### config.mk
export PLATFORM = sky130hd
export DESIGN_NAME = param_serializer
export DESIGN_NICKNAME = d
export VERILOG_FILES = /design/src/rtl/param_serializer.sv
export SDC_FILE = /design/constraint.sdc
export NUM_CORES = 1
export LEC_CHECK = 0
export ABC_AREA = 1
export BUFFER_PORTS_ARGS = -buffer_cell sky130_fd_sc_hd__buf_2
export CORE_ASPECT_RATIO = 1.2
export CORE_MARGIN = 2
export CORE_UTILIZATION = 50
export CTS_CLUSTER_DIAMETER = 80
export CTS_CLUSTER_SIZE = 40
export DETAILED_ROUTE_END_ITERATION = 10
export GPL_TIMING_DRIVEN = 0
export PLACE_DENSITY = 0.82
export SLEW_MARGIN = 0
export SYNTH_ARGS = -nofsm -noshare
export SYNTH_HDL_FRONTEND = slang
export SYNTH_SLANG_ARGS = --single-unit
### constraint.sdc
create_clock -name clk -period 1.5 [get_ports clk]
set_input_delay 0.075 -clock clk [delete_from_list [all_inputs] [get_ports clk]]
set_output_delay 0.075 -clock clk [all_outputs]
set_load 0.01 [all_outputs]
### src/rtl/param_serializer.sv
// Parametrised parallel-to-serial shifter with IDLE/SHIFT control,
// busy indication and load-time parity for the UART TX path.
module param_serializer #(
  parameter int unsigned DATA_WIDTH = 8,
  parameter int unsigned MSB_FIRST  = 0
) (
  input  logic                  clk,
  input  logic                  reset_n,
  input  logic [DATA_WIDTH-1:0] data_in,
  input  logic                  data_valid_in,
  input  logic                  busy_in,
  input  logic                  par_odd_in,
  input  logic                  ser_en_in,
  output logic                  ser_data,
  output logic                  ser_done_out,
  output logic                  ser_busy_out,
  output logic                  par_bit_out
);

  localparam int unsigned CW = $clog2(DATA_WIDTH);
  localparam logic [CW-1:0] CNT_LAST = CW'(DATA_WIDTH - 1);
  localparam int unsigned OUT_IDX = (MSB_FIRST != 0) ? DATA_WIDTH - 1 : 0;

  typedef enum logic {
    IDLE,
    SHIFT
  } state_t;

  state_t                state_q, state_d;
  logic [DATA_WIDTH-1:0] shreg_q, shreg_d;
  logic [CW-1:0]         cnt_q, cnt_d;
  logic                  par_q, par_d;

  // State, shift register, bit counter and parity registers
  always_ff @(posedge clk or negedge reset_n) begin
    if (!reset_n) begin
      state_q <= IDLE;
      shreg_q <= '0;
      cnt_q   <= '0;
      par_q   <= 1'b0;
    end else begin
      state_q <= state_d;
      shreg_q <= shreg_d;
      cnt_q   <= cnt_d;
      par_q   <= par_d;
    end
  end

  // Load in IDLE, advance one bit per enable in SHIFT, return after last bit
  always_comb begin
    state_d = state_q;
    shreg_d = shreg_q;
    cnt_d   = cnt_q;
    par_d   = par_q;
    unique case (state_q)
      IDLE: begin
        if (data_valid_in && !busy_in) begin
          shreg_d = data_in;
          cnt_d   = '0;
          par_d   = (^data_in) ^ par_odd_in;
          state_d = SHIFT;
        end
      end
      SHIFT: begin
        if (ser_en_in) begin
          if (cnt_q == CNT_LAST) begin
            cnt_d   = '0;
            state_d = IDLE;
          end else begin
            cnt_d = cnt_q + 1'b1;
            if (MSB_FIRST != 0) begin
              shreg_d = {shreg_q[DATA_WIDTH-2:0], 1'b0};
            end else begin
              shreg_d = {1'b0, shreg_q[DATA_WIDTH-1:1]};
            end
          end
        end
      end
      default: state_d = IDLE;
    endcase
  end

  // Outputs decoded from registers only
  always_comb begin
    ser_busy_out = (state_q == SHIFT);
    ser_data     = (state_q == SHIFT) ? shreg_q[OUT_IDX] : 1'b0;
    ser_done_out = (state_q == SHIFT) && (cnt_q == CNT_LAST);
    par_bit_out  = par_q;
  end

endmodule

## After elaboration in Yosys (flattened, before gate mapping)

Cells that the tools add are included.

| storage, ports and cells | value |
|---|---|
| register bits | 13 |
| bits of input ports | 14 |
| output and inout port bits | 4 |
| word-level logic and storage cells | 31 |

| cells by class | value |
|---|---|
| equality and inequality tests | 4 |
| bitwise operators | 2 |
| add/sub/neg operators | 1 |
| mux-type cells | 13 |
| reduce and logical (&&, ||, !) cells | 7 |

Operators with widths:

| operator | count |
|---|---|
| two-way mux 8 bit | 3 |
| one-hot mux 8 bit (2 select lines) | 1 |
| two-way mux 3 bit | 3 |
| XOR reduction 8 bit | 1 |
| != test 2 bit (second input constant) | 3 |
| one-hot mux 3 bit (2 select lines) | 1 |
| two-way mux 1 bit | 4 |
| AND reduction 2 bit | 2 |
| adder 3 x 1 -> 3 bit (second input constant) | 1 |
| equality test 3 bit (second input constant) | 1 |
| AND reduction 3 bit | 1 |
| logical AND 1 bit | 2 |
| one-hot mux 1 bit (2 select lines) | 1 |
| zero test 1 bit | 1 |
| inverter 1 bit | 1 |
| XOR 1 bit | 1 |

## Logic depth before layout (Yosys ltp)

Gate-level depths: netlist of the first run.

| depth | value |
|---|---|
| depth after elaboration | 4 |
| depth in mapped cells | 9 |
| gate-level depth less buffers | 9 |

## Least setup slack after synthesis of the first run

Ideal clock, no wire load.

| path | value |
|---|---|
| kind | register to register |
| start | register cnt_q[0] |
| end | register shreg_q[3] |
| clock period less this slack | 1.382 ns |
| arrival | 1.301 ns |
| path slack | 0.118 ns |
| path buffers | 1 |
| cell stages (with the launch flop) | 7 |
| library setup time | 0.082 ns |
| data required time | 1.418 ns |
| cells stage by stage | dfrtp_1 -> ha_1 -> ha_1 -> o21ai_4 -> buf_6 -> nor2_1 -> a31oi_1 |

| between the ends | value |
|---|---|
| word-level cells in the longest chain between the ends | 3 |

Ends and longest elaborated chain:

| item | RTL line | text |
|---|---|---|
| from (decl) | 31 | `logic [CW-1:0] cnt_q, cnt_d;` |
| from (signal assigned) | 44 | `cnt_q <= cnt_d;` |
| equality test 3 bit | 66 | `if (cnt_q == CNT_LAST) begin` |
| != test 2 bit (no source line) | - |  |
| AND reduction 3 bit (no source line) | - |  |
| to (signal assigned) | 43 | `shreg_q <= shreg_d;` |
| to (decl) | 30 | `logic [DATA_WIDTH-1:0] shreg_q, shreg_d;` |

No other way between the ends.
A chain may end at the register's enable or synchronous reset.

## Worst setup path after layout of the first run

| path | value |
|---|---|
| start | register cnt_q[0] |
| end | register shreg_q[1] |

The elaborated chain is that of the path after synthesis.

==> results.md, run 1 <==
- Status: finished, final reports clean
- VDD IR max: 0.713 mV
- Yosys reg bits: 13
- Reg2reg setup slack: 70 ps
- First drt pass iteration count: 4
- CTS Buf Count: 3
- Total GRT Usage: 0.213
- Hold path depth: 3
- Share of layout cells above drive strength 1: 0.228
- Max Cap Violations: 0
- Area Growth Syn to Fin: 22.8%
- Reg2Reg Depth: 6
- Row cnt: 15
- Worst-path clk slew: 80 ps
- Endpoints failing hold: 0
- CP max stage delay: 390 ps
- Unrepaired setup endpoints after global routing: no
- Worst-Skew Late Latency: 280 ps
- # IOs: 18
- WL final: 1670 microns
- Tmin final: 1430 ps
- Global-route wire length before repair: 2780 microns
- Final Max Tran Viols: 0
- Yosys cell types: 18
- Final Cell Area: 978 sq um
- Largest net degree at the start of global routing: 14
- Part of the Yosys area used for sequential elements: 0.408
- DRC: 0
- Cell Pwr Density: 1680 mW/mm^2
- Cell-by-cell trace of the critical path: ha_2, ha_2, o21ai_4, buf_12, nor2_1, a31oi_1
- Syn avg cell area: 7.18 sq um
- Overall power: 1.64 mW
- Critical Path RT: 1700 ps
- Fillers: 123
- Maximum clock rate: 0.700 GHz
- Critical path type: reg -> reg
- CTS max path bufs: 2
- Area taken by flip-flops and latches: 325 sq um
- Die footprint: 0.00193 sq mm
- Layout Nets: 154
- Initial antenna violation count: 0
- Fin crit share: 0.952
- Area of the multi-input gates: 402 sq um
- Critical path's slowest cell: dfrtp_1
- CTS tree: done
- Via count: 782
- Die Y: 47.7 microns
- WP data arrival: 1630 ps
- Hold WC Path Type: in -> reg
- Via density: 5.11
- Initial Util: 0.544
- Clock skew: 2.13 ps
- Worst-Margin Slew: 293 ps
- Gr ovfl total: 0
- Crit Path Max Fanout: 5
- Antenna-violating nets left: 0
- Vias in the first global route: 716
- CP Capture Type: flop
- Crit path buffers/inverters: 1
- Placer Congestion: 0.800
- Syn Nets: 128
- Syn Inst Count: 111
- Core Util, Final: 0.668
- Pleak: 0.554 nW
- DR WL/cell: 10.9 microns
- CTS Root Cell: clkbuf_4
- Final setup vio count: 0
- H-tree levels: 1
- Core ar.: 0.00146 sq mm
- Post-DP Area: 903 sq um
- Sink Count: 13
- # diodes: 0
- Mapped Area: 797 sq um
- IO Port Bufs: 17
- CP most frequent cell: ha_2
- Family with the most delay on the worst path: flip-flops
- Slew margin rel.: 0.804
- Die X: 40.4 microns
- DR iter-0 viols: 9
- Warnings from Yosys: 0
- DPL Wire Length: 1320 microns
- Worst setup SP type: flop
- CP Depth: 6
layer usage:
layer | global-route usage | wire [microns] | vias to the layer above
met2 | 0.397 | 914 | 14
met4 | 0.100 | 23 | 0
li1 | - | - | 402
met3 | 0.0140 | 47 | 3
met5 | 0 | 0 | -
met1 | 0.240 | 684 | 363
area by class of cell:
class                           count  area share
Inverter                           16      0.0614
Sequential cell                    13       0.332
Multi-Input combinational cell     80       0.410
Tap cell                           17      0.0217
Buffer                              2      0.0166
Timing Repair Buffer               21       0.130
Clock buffer                        4      0.0269
cell usage in the layout, fill, tap and decap left out, types with 2 or more instances in the layout:
cell type  count
nand2_1       42
inv_1         15
nor2_1         8
a31oi_1        7
dfrtp_1       13
nand3_1       11
clkbuf_4       3
buf_2         18
ha_2           2
nand2_2        2
state kept, by name (all words and copies together) (netlist names):
register      cells
par_bit_out       1
shreg_q           8
cnt_q             3
ser_busy_out      1
Yosys cell counts:
cell | number | area [sq um]
nand2_2 | 2 | 12.5
inv_1 | 15 | 56.3
ha_1 | 3 | 37.5
a31oi_1 | 7 | 43.8
xor2_1 | 1 | 8.76
nand3_1 | 11 | 55.1
xnor2_1 | 1 | 8.76
o22a_1 | 1 | 8.76
a21oi_1 | 1 | 5.00
buf_6 | 1 | 11.3
nand2_1 | 42 | 158
a22oi_1 | 1 | 7.51
clkbuf_1 | 1 | 3.75
nor2_1 | 8 | 30.0
o21ai_4 | 1 | 16.3
dfrtp_1 | 13 | 325
inv_2 | 1 | 3.75
o21ai_1 | 1 | 5.00
path summary, 6_finish.rpt:
path,end,startpoint
worst max-delay path,shreg_q[1]$_DFFE_PN0P_,cnt_q[0]$_DFFE_PN0P_
worst min-delay path,cnt_q[2]$_DFFE_PN0P_,ser_en_in
worst max register to register,shreg_q[1]$_DFFE_PN0P_,cnt_q[0]$_DFFE_PN0P_
worst min register to register,par_bit_out$_DFFE_PN0P_,par_bit_out$_DFFE_PN0P_
max in group asynchronous,shreg_q[3]$_DFFE_PN0P_,reset_n
min in group asynchronous,cnt_q[2]$_DFFE_PN0P_,reset_n
logic make-up after synthesis:
kind of cell,share of synthesized area
xor gates and xnor gates,0.0220
adders and majority gates,0.0471
buffers and inverters,0.0942
DFF,0.408
AOI/OAI and AO/OA,0.108
and+or+nand+nor,0.320
stage by stage:
step / cells / hold slack, ps / setup TNS, ps / setup WS, ps
after detailed placement: 145 / -24.4 / -19.6 / -19.6
final: 153 / 71.5 / 0 / 72.2
after global routing: 153 / 101 / 0 / 6.00
after CTS: 151 / 74.8 / 0 / 17.7
after floorplan: 111 / -221 / 0 / 118
after global placement: 145 / -27.1 / 0 / 19.9
tightest hold or removal path, stage by stage:
cell	delay, ps
buf_2	110
nand3_1	80
nand2_1	60
power breakdown:
part           switching (mW)  internal (mW)
logic                   0.440          0.360
clock network           0.119          0.103
registers               0.107          0.514
what timing repair did:
item | CTS | global route
gates resized for setup | 0 | 4
setup buffers | 1 | 1
pin swaps | 1 | 1
hold buffers | 1 | 0
endpoints found under the hold margin | 13 | 0
setup endpoints to repair | 3 | 7
cloned | 0 | 1
(Power assumes the default switching activity.)
==> run 2: changes to the inputs <==
- RECOVER_POWER: not set -> 25
==> run 2 against run 1 <==
Die area did not move. Routed wire length did not move. Via count did not move. Sequential share of layout area barely moved. Cell count did not move. Cell area fell by 0.13%. Sequential power barely moved. Combinational power barely moved. Critical endpoint unchanged. Highest routed layer unchanged.
==> results.md, run 2 (synthesis gave the netlist of run 1 again) <==
- Row cnt: 15 (unchanged)
- Status: finished, final reports clean (unchanged)
- # IOs: 18 (unchanged)
- Worst Hold End: cnt_q[2]$_DFFE_PN0P_ (unchanged)
- CTS Root Cell: clkbuf_4 (unchanged)
- Die Y: 47.7 microns (unchanged)
- CTS max path bufs: 2 (unchanged)
- Via count: 782 (unchanged)
- NetSw: 0.666 mW (about the same)
- WHS: 71.5 ps (unchanged)
- Gr ovfl total: 0 (unchanged)
- Final Max Tran Viols: 0 (unchanged)
- Comb pwr share: 0.487 (about the same)
- Antenna-violating nets left: 0 (unchanged)
- Global-route wire length before repair: 2780 microns (unchanged)
- Setup TNS: 0 ps (unchanged)
- Via density: 5.11 (unchanged)
- Crit Path Max Fanout: 5 (unchanged)
- Pleak: 0.551 nW (was 0.554 nW)
- Critical path type: reg -> reg (unchanged)
- Reg2Reg Depth: 6 (unchanged)
- Hold WC Path Type: in -> reg (unchanged)
- DPL Wire Length: 1320 microns (unchanged)
- CTS tree: done (unchanged)
- Initial Util: 0.544 (unchanged)
- Hold path depth: 3 (unchanged)
- Reg2reg setup slack: 70 ps (about the same)
- Sw Share: 0.405 (about the same)
- CTS Buf Count: 3 (unchanged)
- Clock skew: 2.12 ps (was 2.13 ps)
- VDD IR max: 0.713 mV (about the same)
- Final setup vio count: 0 (unchanged)
- Largest regs: shreg_q (8), cnt_q (3) (unchanged)
- DR iter-0 viols: 9 (unchanged)
- Post-DP Area: 903 sq um (unchanged)
- Slew margin rel.: 0.530 (was 0.804)
- Area of the multi-input gates: 402 sq um (unchanged)
- Worst-Margin Slew: 704 ps (was 293 ps)
- Area taken by flip-flops and latches: 325 sq um (unchanged)
- Critical Path RT: 1700 ps (about the same)
- Maximum clock rate: 0.700 GHz (about the same)
- Layout Nets: 154 (unchanged)
- Die X: 40.4 microns (unchanged)
- Final Cell Area: 977 sq um (was 978 sq um)
- R2r startpoint: cnt_q[0]$_DFFE_PN0P_ (unchanged)
- Core Util, Final: 0.668 (about the same)
- DRC: 0 (unchanged)
- WP data arrival: 1630 ps (about the same)
- CP Capture Type: flop (unchanged)
- Die footprint: 0.00193 sq mm (unchanged)
- Core ar.: 0.00146 sq mm (unchanged)
- Clock network fraction of design power: 0.135 (about the same)
- Tmin final: 1430 ps (about the same)
- Fillers: 124 (was 123)
- Largest register FFs: 8 (unchanged)
- Fin crit share: 0.952 (about the same)
- Max Cap Violations: 0 (unchanged)
- # diodes: 0 (unchanged)
- Sink Count: 13 (unchanged)
- Endpoints failing hold: 0 (unchanged)
- First drt pass iteration count: 4 (unchanged)
- Total GRT Usage: 0.213 (unchanged)
- Cell Pwr Density: 1680 mW/mm^2 (about the same)
- Reg2reg end: shreg_q[1]$_DFFE_PN0P_ (unchanged)
- Commonest non-fill, non-tap cell in the layout: nand2_1 (unchanged)
- IO Port Bufs: 17 (unchanged)
- Share of layout cells above drive strength 1: 0.221 (was 0.228)
- Placer Congestion: 0.800 (unchanged)
- Vias in the first global route: 716 (unchanged)
- Area Growth Syn to Fin: 22.6% (was 22.8%)
- Seq pwr share: 0.378 (about the same)
- Critical Path Source: cnt_q[0]$_DFFE_PN0P_ (unchanged)
- Worst setup SP type: flop (unchanged)
- Initial antenna violation count: 0 (unchanged)
- Unrepaired setup endpoints after global routing: no (unchanged)
- Worst-path clk slew: 80 ps (about the same)
- Power Internal: 0.978 mW (about the same)
- H-tree levels: 1 (unchanged)
- Commonest non-fill, non-tap cells in the layout: nand2_1 (42), buf_2 (17), inv_1 (15) (was nand2_1 (42), buf_2 (18), inv_1 (15))
- Largest reg by FF count: shreg_q (unchanged)
- Largest net degree at the start of global routing: 14 (unchanged)
- WL final: 1670 microns (unchanged)
- DR WL/cell: 10.9 microns (unchanged)
- Startpoint of the worst hold path: ser_en_in (unchanged)
- Worst-Skew Late Latency: 280 ps (about the same)
-- run 2: timing repair --
item,CTS,global route
pin swaps,1,1
hold buffers,1,0
buffers inserted,1,1
endpoints found under the hold margin,13,0
cloned,0,1
gates resized for setup,0,4
setup endpoints to repair,3,7
-- run 2: worst max-delay path: stages, from the launching register on --
cell and delay [ps]:
dfrtp_1 390, ha_2 190, ha_2 200, o21ai_4 230, buf_12 140, nor2_1 30, a31oi_1 160
-- run 2: area by class of cell --
cell class / instances / area share
tap: 17 / 0.0218
inverter: 16 / 0.0615
sequential: 13 / 0.333
clock buffer: 4 / 0.0269
multi-input combinational: 80 / 0.411
timing repair buffer: 21 / 0.129
buffer: 2 / 0.0166
-- run 2: metrics by stage --
stage	worst slack [ps]	power [mW]	instances
final	72.3	1.64	153
after global routing	6.00	1.78	153
after CTS	17.7	1.60	151
after detailed placement	-19.6	1.33	145
after global placement	19.9	1.27	145
after floorplan	118	1.11	111
-- run 2: power by group through the flow --
| stage | registers (mW) | logic [mW] | clock network, mW |
|---|---|---|---|
| 3_5_place_dp | 0.626 | 0.702 | 0 |
| 3_3_place_gp | 0.615 | 0.659 | 0 |
| 5_1_grt | 0.634 | 0.912 | 0.239 |
| 2_1_floorplan | 0.612 | 0.502 | 0 |
| 4_1_cts | 0.618 | 0.756 | 0.221 |
| 6_report | 0.621 | 0.800 | 0.222 |
-- run 2: worst max-delay path by stage --
stage                             endpoint  slack (ps)  depth (start not counted)
floorplan           shreg_q[3]$_DFFE_PN0P_         120                          6
global placement    shreg_q[3]$_DFFE_PN0P_          20                          6
detailed placement  shreg_q[3]$_DFFE_PN0P_         -20                          6
CTS                 shreg_q[3]$_DFFE_PN0P_          20                          6
global route        shreg_q[3]$_DFFE_PN0P_           6                          6
finish              shreg_q[1]$_DFFE_PN0P_          70                          6
-- run 2: layer usage --
metal	vias up	global-route usage	share of wire
met4	0	0.100	0.014
met5	-	0	0
li1	402	-	-
met3	3	0.0140	0.028
met1	363	0.240	0.41
met2	14	0.397	0.55
==> run 3: changes to the inputs <==
- BUFFER_PORTS_ARGS: -buffer_cell sky130_fd_sc_hd__buf_2 -> -buffer_cell sky130_fd_sc_hd__buf_4
- TNS_END_PERCENT: not set -> 100
==> run 3 against run 2 <==
Clock power about the same. Largest power group unchanged. Critical endpoint is now shreg_q[5]$_DFFE_PN0P_. First-iteration DRC count rose to 2.9 times the previous value. Utilization up 3.4 points. Cell area up 5.1%. Combinational power up 5.9%. Hold slack worse by 16 ps. Flip-flop and latch count unchanged. Register-to-register slack about the same. Clock-buffer cell count unchanged. Non-clock buffer count up 2. Cell count up 1.3%.
==> results.md, run 3 (synthesis gave the netlist of run 1 again) <==
- Status: finished, final reports clean (unchanged)
- Fillers: 135 (was 124)
- Clock skew: 4.48 ps (was 2.12 ps)
- Final Max Tran Viols: 0 (unchanged)
- Initial antenna violation count: 0 (unchanged)
- Via density: 5.18 (was 5.11)
- Sink Count: 13 (unchanged)
- DR iter-0 viols: 26 (was 9)
- CTS Root Cell: clkbuf_4 (unchanged)
- H-tree levels: 1 (unchanged)
- Placer Congestion: 0.829 (was 0.800)
- Die X: 40.4 microns (unchanged)
- Hold path depth: 3 (unchanged)
- IO Port Bufs: 17 (unchanged)
- Commonest non-fill, non-tap cell in the layout: nand2_1 (unchanged)
- Max Cap Violations: 0 (unchanged)
- Critical Path RT: 1700 ps (about the same)
- Fin crit share: 0.956 (was 0.952)
- Total GRT Usage: 0.219 (was 0.213)
- Unrepaired setup endpoints after global routing: no (unchanged)
- Die Y: 47.7 microns (unchanged)
- Pleak: 0.573 nW (was 0.551 nW)
- # diodes: 0 (unchanged)
- Via count: 803 (was 782)
- Reg2Reg Depth: 6 (unchanged)
- CTS Buf Count: 3 (unchanged)
- Worst-Skew Late Latency: 280 ps (about the same)
- NetSw: 0.667 mW (was 0.666 mW)
- CP Capture Type: flop (unchanged)
- Area Growth Syn to Fin: 28.9% (was 22.6%)
- Tmin final: 1430 ps (about the same)
- Global-route wire length before repair: 2790 microns (was 2780 microns)
- Power Internal: 1.02 mW (was 0.978 mW)
- VDD IR max: 0.745 mV (was 0.713 mV)
- WHS: 55.3 ps (was 71.5 ps)
- Layout Nets: 156 (was 154)
- Commonest non-fill, non-tap cells in the layout: nand2_1 (42), buf_4 (18), inv_1 (15) (was nand2_1 (42), buf_2 (17), inv_1 (15))
- Largest reg by FF count: shreg_q (unchanged)
- Final setup vio count: 0 (unchanged)
- Crit Path Max Fanout: 5 (unchanged)
- Largest regs: shreg_q (8), cnt_q (3) (unchanged)
- DRC: 0 (unchanged)
- Clock network fraction of design power: 0.130 (was 0.135)
- Vias in the first global route: 740 (was 716)
- CTS tree: done (unchanged)
- CTS max path bufs: 2 (unchanged)
- WP data arrival: 1630 ps (about the same)
- Critical path type: reg -> reg (unchanged)
- # IOs: 18 (unchanged)
- First drt pass iteration count: 4 (unchanged)
- Antenna-violating nets left: 0 (unchanged)
- Endpoints failing hold: 0 (unchanged)
- Worst setup SP type: flop (unchanged)
- Worst-path clk slew: 80 ps (about the same)
- Worst-Margin Slew: 694 ps (was 704 ps)
- Maximum clock rate: 0.697 GHz (was 0.700 GHz)
- Row cnt: 15 (unchanged)
- Core ar.: 0.00146 sq mm (unchanged)
- Share of layout cells above drive strength 1: 0.232 (was 0.221)
- Sw Share: 0.395 (was 0.405)
- Comb pwr share: 0.501 (was 0.487)
- Gr ovfl total: 0 (unchanged)
- Largest register FFs: 8 (unchanged)
- Die footprint: 0.00193 sq mm (unchanged)
- Initial Util: 0.544 (unchanged)
- DR WL/cell: 11.0 microns (was 10.9 microns)
- WL final: 1710 microns (was 1670 microns)
- Cell Pwr Density: 1640 mW/mm^2 (was 1680 mW/mm^2)
- Hold WC Path Type: in -> reg (unchanged)
- Setup TNS: 0 ps (unchanged)
- Reg2reg setup slack: 70 ps (about the same)
- Largest net degree at the start of global routing: 14 (unchanged)
- Seq pwr share: 0.368 (was 0.378)
- Slew margin rel.: 0.537 (was 0.530)
- DPL Wire Length: 1320 microns (about the same)
==> run 3: changes by cell type in the layout (fill, tap and decap cells not counted), sizes merged <==
cell	previous run	this run
buf	20	22
==> run 3: through the flow <==
step | area, sq um | worst slack, ps | instances | total power, mW | utilization
after CTS | 982 | 9.67 | 150 | 1.58 | 0.671
after floorplan | 797 | 118 | 111 | 1.11 | -
after detailed placement | 946 | 0.0780 | 145 | 1.37 | 0.646
after global routing | 1030 | 17.3 | 155 | 1.83 | 0.702
final | 1030 | 65.5 | 155 | 1.69 | 0.702
after global placement | 946 | 20.1 | 145 | 1.31 | 0.646
==> run 3: final timing paths <==
| check | end | from |
|---|---|---|
| hold / removal | cnt_q[1]$_DFFE_PN0P_ | ser_en_in |
| hold reg to reg | par_bit_out$_DFFE_PN0P_ | par_bit_out$_DFFE_PN0P_ |
| setup / recovery | shreg_q[5]$_DFFE_PN0P_ | cnt_q[0]$_DFFE_PN0P_ |
| setup reg to reg | shreg_q[5]$_DFFE_PN0P_ | cnt_q[0]$_DFFE_PN0P_ |
| max in group asynchronous | par_bit_out$_DFFE_PN0P_ | reset_n |
| min in group asynchronous | shreg_q[2]$_DFFE_PN0P_ | reset_n |
==> run 3: timing repair <==
action                                  in CTS  in global routing
cloned                                       0                  1
resized for setup                            0                  6
hold buffers                                 1                  0
buffers inserted                             0                  4
pin swaps                                    1                  1
endpoints found under the hold margin       13                  0
endpoints found under the setup margin       1                 10
==> run 3: per-layer routing <==
metal	up-vias	routed length (microns)	GRT usage
met1	363	690	0.229
met5	-	0	0
met4	0	34	0.120
met3	5	96	0.0419
li1	407	-	-
met2	28	887	0.400
==> run 3: final cells by class <==
type	count	area [sq um]	area share
Multi-Input combinational cell	80	402	0.391
Timing Repair Buffer	23	176	0.172
Clock buffer	4	26.3	0.0256
Tap cell	17	21.3	0.0207
Sequential cell	13	325	0.317
Inverter	16	60.1	0.0585
Buffer	2	16.3	0.0158
==> run 3: critical path, stage by stage (launching register included) <==
cell and delay, ps:
dfrtp_1 390, ha_2 190, ha_2 190, o21ai_4 230
buf_6 140, nor2_1 40, a31oi_1 170
==> run 3: power groups by stage <==
stage               Sequential, mW  Clock (mW)  Combinational [mW]
global route                 0.642       0.239               0.952
floorplan                    0.612           0               0.502
finish                       0.622       0.220               0.847
global placement             0.616           0               0.697
CTS                          0.622       0.217               0.745
detailed placement           0.629           0               0.740
